==> src/rtl/core_defs.sv <==
// ----------------------------------------------------------------------------
// core_defs : shared core constants, instruction encodings and fetch FSM states
// Rev 1.0
// ----------------------------------------------------------------------------
`default_nettype none

package core_defs;

   localparam int XLEN = 32;

   localparam logic [XLEN-1:0] NOP_INSTR_DEFAULT = 32'h0000_0013;  // addi x0,x0,0
   localparam logic [XLEN-1:0] EBREAK_INSTR      = 32'h0010_0073;

   typedef enum logic [1:0] {
      FETCH_BOOT = 2'd0,
      FETCH_RUN  = 2'd1,
      FETCH_HALT = 2'd2
   } fetch_state_t;

endpackage

`default_nettype wire

==> src/rtl/if_id_reg.sv <==
// ----------------------------------------------------------------------------
// if_id_reg : IF/ID pipeline register with load, hold and squash controls
// Rev 1.0
// ----------------------------------------------------------------------------
`default_nettype none

module if_id_reg
   import core_defs::*;
#(
   parameter logic [XLEN-1:0] RESET_PC  = '0,
   parameter logic [XLEN-1:0] NOP_INSTR = NOP_INSTR_DEFAULT
) (
   input  logic            clk,
   input  logic            reset,
   input  logic            load,
   input  logic            squash,
   input  logic [XLEN-1:0] fetch_pc,
   input  logic [XLEN-1:0] fetch_instr,
   output logic [XLEN-1:0] ifid_pc,
   output logic [XLEN-1:0] ifid_pc_plus4,
   output logic [XLEN-1:0] ifid_instr,
   output logic            ifid_valid
);

   // A squash only turns the entry into a bubble; the PC fields keep their last value.
   always_ff @(posedge clk or posedge reset) begin
      if (reset) begin
         ifid_pc       <= RESET_PC;
         ifid_pc_plus4 <= RESET_PC + 32'd4;
         ifid_instr    <= NOP_INSTR;
         ifid_valid    <= 1'b0;
      end else if (squash) begin
         ifid_instr    <= NOP_INSTR;
         ifid_valid    <= 1'b0;
      end else if (load) begin
         ifid_pc       <= fetch_pc;
         ifid_pc_plus4 <= fetch_pc + 32'd4;
         ifid_instr    <= fetch_instr;
         ifid_valid    <= 1'b1;
      end
   end

endmodule

`default_nettype wire

==> src/rtl/fetch_unit.sv <==
// ----------------------------------------------------------------------------
// fetch_unit : RISC-V instruction fetch (PC, next-PC mux, BOOT/RUN/HALT FSM)
// Optional feature macro FETCH_PERF_CNT_EN adds the fetch_count port. Rev 1.0
// ----------------------------------------------------------------------------
`default_nettype none

module fetch_unit
   import core_defs::*;
#(
   parameter logic [XLEN-1:0] RESET_PC  = 32'h0000_0000,
   parameter logic [XLEN-1:0] NOP_INSTR = NOP_INSTR_DEFAULT
) (
   input  logic            clk,
   input  logic            reset,
   input  logic            stall,
   input  logic            redirect,
   input  logic [XLEN-1:0] redirect_pc,
   output logic [XLEN-1:0] pc,
   input  logic [XLEN-1:0] instruction,
   output logic [XLEN-1:0] if_id_pc,
   output logic [XLEN-1:0] if_id_pc_plus4,
   output logic [XLEN-1:0] if_id_instr,
   output logic            if_id_valid,
   output logic            halted
`ifdef FETCH_PERF_CNT_EN
   ,
   output logic [XLEN-1:0] fetch_count
`endif
);

   fetch_state_t    state;
   fetch_state_t    next_state;
   logic [XLEN-1:0] next_pc;
   logic            ifid_load;
   logic            ifid_squash;
   logic            ebreak_latched;
   logic            unused_redirect_lsbs;

   assign unused_redirect_lsbs = &{1'b0, redirect_pc[1:0]};
   assign ebreak_latched       = if_id_valid && (if_id_instr == EBREAK_INSTR);
   assign halted               = (state == FETCH_HALT);

   always_ff @(posedge clk or posedge reset) begin
      if (reset) begin
         state <= FETCH_BOOT;
         pc    <= RESET_PC;
      end else begin
         state <= next_state;
         pc    <= next_pc;
      end
   end

   // Priority: redirect > stall > halt > normal advance.
   always_comb begin
      next_state  = state;
      next_pc     = pc;
      ifid_load   = 1'b0;
      ifid_squash = 1'b0;
      if (redirect) begin
         next_pc     = {redirect_pc[XLEN-1:2], 2'b00};
         ifid_squash = 1'b1;
         next_state  = FETCH_RUN;
      end else begin
         case (state)
            FETCH_BOOT: next_state = FETCH_RUN;
            FETCH_RUN: begin
               if (!stall) begin
                  if (ebreak_latched) begin
                     ifid_squash = 1'b1;
                     next_state  = FETCH_HALT;
                  end else begin
                     next_pc   = pc + 32'd4;
                     ifid_load = 1'b1;
                  end
               end
            end
            FETCH_HALT: ifid_squash = !stall;
            default:    next_state  = FETCH_BOOT;
         endcase
      end
   end

   if_id_reg #(
      .RESET_PC  (RESET_PC),
      .NOP_INSTR (NOP_INSTR)
   ) u_if_id_reg (
      .clk           (clk),
      .reset         (reset),
      .load          (ifid_load),
      .squash        (ifid_squash),
      .fetch_pc      (pc),
      .fetch_instr   (instruction),
      .ifid_pc       (if_id_pc),
      .ifid_pc_plus4 (if_id_pc_plus4),
      .ifid_instr    (if_id_instr),
      .ifid_valid    (if_id_valid)
   );

`ifdef FETCH_PERF_CNT_EN
   always_ff @(posedge clk or posedge reset) begin
      if (reset) begin
         fetch_count <= '0;
      end else if (ifid_load) begin
         fetch_count <= fetch_count + 32'd1;
      end
   end
`endif

endmodule

`default_nettype wire
==> config.mk <==
export PLATFORM = sky130hd
export DESIGN_NAME = fetch_unit
export DESIGN_NICKNAME = d
export VERILOG_FILES = /design/src/rtl/core_defs.sv /design/src/rtl/if_id_reg.sv /design/src/rtl/fetch_unit.sv
export SDC_FILE = /design/constraint.sdc
export NUM_CORES = 1
export LEC_CHECK = 0
export ABC_AREA = 1
export BUFFER_PORTS_ARGS = -buffer_cell sky130_fd_sc_hd__buf_2
export CAP_MARGIN = 25
export CORE_MARGIN = 4
export CORE_UTILIZATION = 35
export CTS_CLUSTER_DIAMETER = 200
export DETAILED_ROUTE_END_ITERATION = 10
export GPL_ROUTABILITY_DRIVEN = 1
export HOLD_SLACK_MARGIN = 0.02
export PLACE_DENSITY = 0.58
export SETUP_SLACK_MARGIN = 0.1
export SYNTH_ARGS = -nofsm -noshare
export SYNTH_HDL_FRONTEND = slang
export SYNTH_SLANG_ARGS = --single-unit
==> constraint.sdc <==
create_clock -name clk -period 5.9 [get_ports clk]
set_input_delay 0.59 -clock clk [delete_from_list [all_inputs] [get_ports clk]]
set_output_delay 0.59 -clock clk [all_outputs]
set_load 0.02 [all_outputs]
After elaboration in Yosys (flattened, before gate mapping)
Cells that the tools add are included.
Storage, ports and cells
  flip-flop bits (word level): 131
  latch bits: 0
  RAM bits: 0
  bits in read-only memories: 0
  input bits: 68
  word-level logic and storage cells: 44
  memories kept: 0
Operators by class
  add/subtract/negate cells: 1
  multipliers: 0
  divide/modulo/power cells: 0
  magnitude comparators: 0
  eq/ne operators: 8
  shifts and indexed selects: 0
  multiplexer cells: 20
  bitwise gates (word level): 1
  reductions and logical operators: 8
Operators by type and width (number)
  two-way mux 32 bit: 6
  adder 32 x 3 -> 32 bit, second input constant: 1
  equality test 32 x 21 -> 1 bit, second input constant: 1
  two-way mux 1 bit: 9
  two-way mux 2 bit: 3
  inequality test 3 bit, second input constant: 2
  one-hot mux 2 bit (3 select lines): 1
  AND reduction 3 bit: 2
  inequality test 2 bit, second input constant: 2
  nonzero test 2 bit: 2
  equality test 2 x 1 -> 1 bit, second input constant: 1
  equality test 2 bit, second input constant: 1
  logical NOT 2 bit: 1
  inequality test 2 x 1 -> 1 bit, second input constant: 1
  one-hot mux 1 bit (2 select lines): 1
  AND reduction 2 bit: 1
  logical AND 1 bit: 1
  logical NOT 1 bit: 1
  NOT 1 bit: 1

Longest topological paths before layout
  depth in word-level cells: 8
  mapped depth: 12
  depth with buffers taken out: 11

By module
A second synthesis with hierarchy kept.
Unflattened totals
  cells, all modules: 962
  area, all modules: 7131.8 um^2
Modules (own cells, without submodules)
  if_id_reg: times used 1, cells each 500, area each 4331.7 um^2, sequential area each 2382.3 um^2
  fetch_unit: times used 1, cells each 462, area each 2800.2 um^2, sequential area each 800.8 um^2

Worst setup path before layout
No wires, ideal clock.
  path kind: reg-to-reg
  start: register pc[2]
  end: register u_if_id_reg.ifid_pc_plus4[26]
  data arrival time: 1665 ps
  setup slack: 4169 ps
  stages on the path, launching flop included: 9
  clock period less this slack: 1731 ps
  cells stage by stage: dfrtp_1 -> ha_1 -> nand3_1 -> inv_2 -> nand2_1 -> nor3_1 -> xor2_1 -> nand3_1 -> nand2_1
Between the ends
  longest elaborated chain between the ends: 1
Ends and longest elaborated chain
  from (decl): line fetch_unit.sv:18  | output logic [XLEN-1:0] pc,
  from (signal assigned): line fetch_unit.sv:49  | pc <= next_pc;
  adder 32 x 3 -> 32 bit: line if_id_reg.sv:37  | ifid_pc_plus4 <= fetch_pc + 32'd4;
  to (signal assigned): line if_id_reg.sv:29  | ifid_pc_plus4 <= RESET_PC + 32'd4;
  to (signal assigned): line if_id_reg.sv:37
  to (decl): line if_id_reg.sv:20  | output logic [XLEN-1:0] ifid_pc_plus4,
Every way passes these cells.
A chain may end at the register's enable or synchronous reset.

Final worst setup path
  start: register u_if_id_reg.ifid_instr[11]
  end: register u_if_id_reg.ifid_pc_plus4[29]
Between the ends
  longest elaborated chain between the ends: 8
Ends and longest elaborated chain
  from (decl): line if_id_reg.sv:21  | output logic [XLEN-1:0] ifid_instr,
  from (signal assigned): line if_id_reg.sv:38  | ifid_instr <= fetch_instr;
  equality test 32 x 21 -> 1 bit *: line fetch_unit.sv:40  | assign ebreak_latched = if_id_valid && (if_id_instr == EBREAK_INSTR);
  logical AND 1 bit *: line fetch_unit.sv:40
  two-way mux 1 bit: line fetch_unit.sv:68  | if (ebreak_latched) begin
  two-way mux 1 bit: line fetch_unit.sv:67  | if (!stall) begin
  one-hot mux 1 bit (2 select lines): line fetch_unit.sv:64  | case (state)
  two-way mux 1 bit: line fetch_unit.sv:59  | if (redirect) begin
  NOT 1 bit (no source line)
  AND reduction 2 bit (no source line) *
Mark *: on every way between the ends. The rest lies on a longest branch, timed or not.

==> flow_metrics.tcl <==
set metrics [dict create \
    ys_warn_count 0 \
    post-route-period-util_pct 46.2 \
    p_leak_nw 4.29 \
    start_util_pct 35.8 \
    fin_crit_ps 2730 \
    drtIter0Drc 255 \
    design.core.area_um2 18100 \
    worstPathRequired_ps 6250 \
    cp-start-kind "flip-flop" \
    synth_top_area_share_pct 46.8 \
    cap_violations 0 \
    first_global_vias 5802 \
    grt_pass1_wl_um 31000 \
    crit_type "reg -> reg" \
    gp_congestion 0.844 \
    syn_area_um2 6470 \
    num_rows 49 \
    hold_viol 0 \
    htreeDepth 4 \
    cts_hold_buf 0 \
    hpwl_um 13300 \
    cts_tree "done" \
    fin_ws_ps 3170 \
    crit_path_end_kind "flip-flop" \
    area_delta_synth_final_pct 22.3 \
    yosysUniqueCellTypes 27 \
    grt_setup_unrepaired "no" \
    reg2regPathDepth 12 \
    vias 5873 \
    clock-sinks 125 \
    layout-drive-gt1-share_pct 26.2 \
    die_y_um 144 \
    hp-class "in -> async" \
    crit-reg2reg-launch "u_if_id_reg.ifid_instr[11]$_DFFE_PP0P_" \
    die_area_um2 20700 \
    finalSetupViolCount 0 \
    final_nets 1053 \
    die_x_um 144 \
    r2r_end "u_if_id_reg.ifid_pc_plus4[29]$_DFFE_PP0P_" \
    synth_area_leaders "dfrtp_1 47%, nand2_1 19%, nand3_1 11%, buf_6 4.7%, nor2_1 4.0%" \
    power_mw 2.52 \
    syn_avg_cell_area_um2 7.98 \
    ant_nets 0 \
    place.port_buffers 189 \
    worstMarginPinSlew_ps 1010 \
    clock_latency_ps 420 \
    outcome "completed" \
    wl_per_cell_um 15.7 \
    routed_wl_um 19100 \
    clk_pin_slew_ps 60 \
    grt_max_degree 90 \
    cts_resized 0 \
    dp_slack_ps 3080 \
    yosysSeqAreaShare_pct 48.4 \
    viasPerCell 4.81 \
    clock_path_buffers 2 \
    io_pins 198 \
    cp-endpoint "u_if_id_reg.ifid_pc_plus4[29]$_DFFE_PP0P_" \
    cts_buffers 17 \
    peakVddDrop_uv 194 \
    tns_ps 0 \
    first_pass_iters 5 \
    cts_root_buf "clkbuf_16" \
    relSlewSlack_pct 32.9 \
    grt_overflow 0 \
    synth_top_area_cell "dfrtp_1" \
    antenna_found_initial 4 \
    power.density_nw_per_um2 318 \
    ys_ff_latch 125 \
    skew_ps 11.7 \
    drc 0 \
    crit_start "u_if_id_reg.ifid_instr[11]$_DFFE_PP0P_" \
    maxSlewViolCount 0 \
    cts_setup_buffers 0 \
    ff2ff_setup_slack_ps 3170 \
    antenna_cells 0 \
    max_freq_mhz 367 \
    grt_usage_pct 19.0 \
    critPathMaxFanout 78 \
    cp.arrival_ps 3080 \
    synthCells 811 \
]
worst min path at each step:
stage	start	end	slack [ps]
floorplan	u_if_id_reg.ifid_pc_plus4[2]$_DFFE_PP1P_	u_if_id_reg.ifid_pc_plus4[2]$_DFFE_PP1P_	490
global placement	u_if_id_reg.ifid_pc[14]$_DFFE_PP0P_	u_if_id_reg.ifid_pc[14]$_DFFE_PP0P_	450
detailed placement	u_if_id_reg.ifid_pc[16]$_DFFE_PP0P_	u_if_id_reg.ifid_pc[16]$_DFFE_PP0P_	450
CTS	reset	u_if_id_reg.ifid_pc[2]$_DFFE_PP0P_	350
global route	reset	u_if_id_reg.ifid_pc[2]$_DFFE_PP0P_	380
finish	reset	u_if_id_reg.ifid_pc[2]$_DFFE_PP0P_	310
where the power goes:
group	leakage (nW)	total [mW]	switching, mW	internal [mW]
clock network	0.260	0.994	0.406	0.588
logic	2.45	0.474	0.319	0.155
registers	1.58	1.05	0.0936	0.957
through the flow:
stage                     cells  utilization [%]  hold slack, ps  cell area [um^2]
final                      1222             43.8             311              7920
after CTS                  1222             43.8             349              7920
after floorplan             816                -             494              6490
after global routing       1222             43.8             379              7920
after global placement     1190             40.7             448              7360
after detailed placement   1190             40.7             454              7360
cell families after synthesis:
family / share of synthesized area, %
flops: 48.4
other cells: 0.0579
simple gates: 38.7
buf+inv: 8.19
fa+ha+maj: 0.966
xor+xnor: 3.38
compound gates: 0.309
critical path, cell delays in order, from the launching register on:
cell	delay, ps
dfrtp_1	390
nor2_1	60
nand2_1	110
nor2_1	50
nand2_1	80
nor2_2	50
nand2_1	80
nand3_2	130
nor2_4	100
buf_4	480
buf_4	710
nand3_1	180
nand2_1	130
registers in the layout, indices dropped and copies added, names as in the netlist:
name	flops
u_if_id_reg.ifid_pc	30
u_if_id_reg.ifid_valid	1
u_if_id_reg.ifid_pc_plus4	30
state	2
u_if_id_reg.ifid_instr	32
pc	30
final cells by class:
type                            count  area (um^2)
Clock buffer                       18          439
Clock inverter                     14          121
Fill cell                        1848        10200
Inverter                           28          108
Multi-Input combinational cell    613         2840
Sequential cell                   125         3130
Tap cell                          229          287
Timing Repair Buffer              195          991
synthesized netlist by cell type:
| library cell | instances |
|---|---|
| a21oi_1 | 3 |
| buf_1 | 2 |
| buf_2 | 7 |
| buf_4 | 7 |
| buf_6 | 27 |
| clkbuf_1 | 7 |
| conb_1 | 1 |
| dfrtp_1 | 121 |
| dfstp_2 | 4 |
| ha_1 | 5 |
| inv_1 | 27 |
| inv_2 | 1 |
| nand2_1 | 320 |
| nand2_2 | 2 |
| nand3_1 | 146 |
| nand3_2 | 21 |
| nand3b_1 | 2 |
| nand4_1 | 2 |
| nor2_1 | 69 |
| nor2_2 | 1 |
| nor2_4 | 1 |
| nor3_1 | 7 |
| o21ai_0 | 1 |
| or2_0 | 1 |
| or2_2 | 1 |
| xnor2_1 | 8 |
| xor2_1 | 17 |
placed cells by master, fill, tap and decap left out, types with 2 or more instances in the layout:
cell	count
nand3_2	22
xor2_1	17
clkinv_4	2
nand3b_1	2
buf_4	6
a21oi_1	3
clkinvlp_4	6
dfstp_2	4
xnor2_1	8
ha_1	5
nand2_1	320
clkbuf_16	17
nand4_1	2
conb_1	6
buf_2	189
nor2_1	69
nor3_1	7
nand3_1	145
inv_1	26
clkinv_2	4
dfrtp_1	121
metal layers:
| layer | track usage (%) | routed length (um) |
|---|---|---|
| met3 | 6.28 | 1450 |
| met4 | 6.54 | 306 |
| met2 | 30.6 | 9140 |
| met1 | 24.0 | 8190 |
| met5 | 0 | 46 |
No activity file was read; power rests on OpenSTA's default activity.
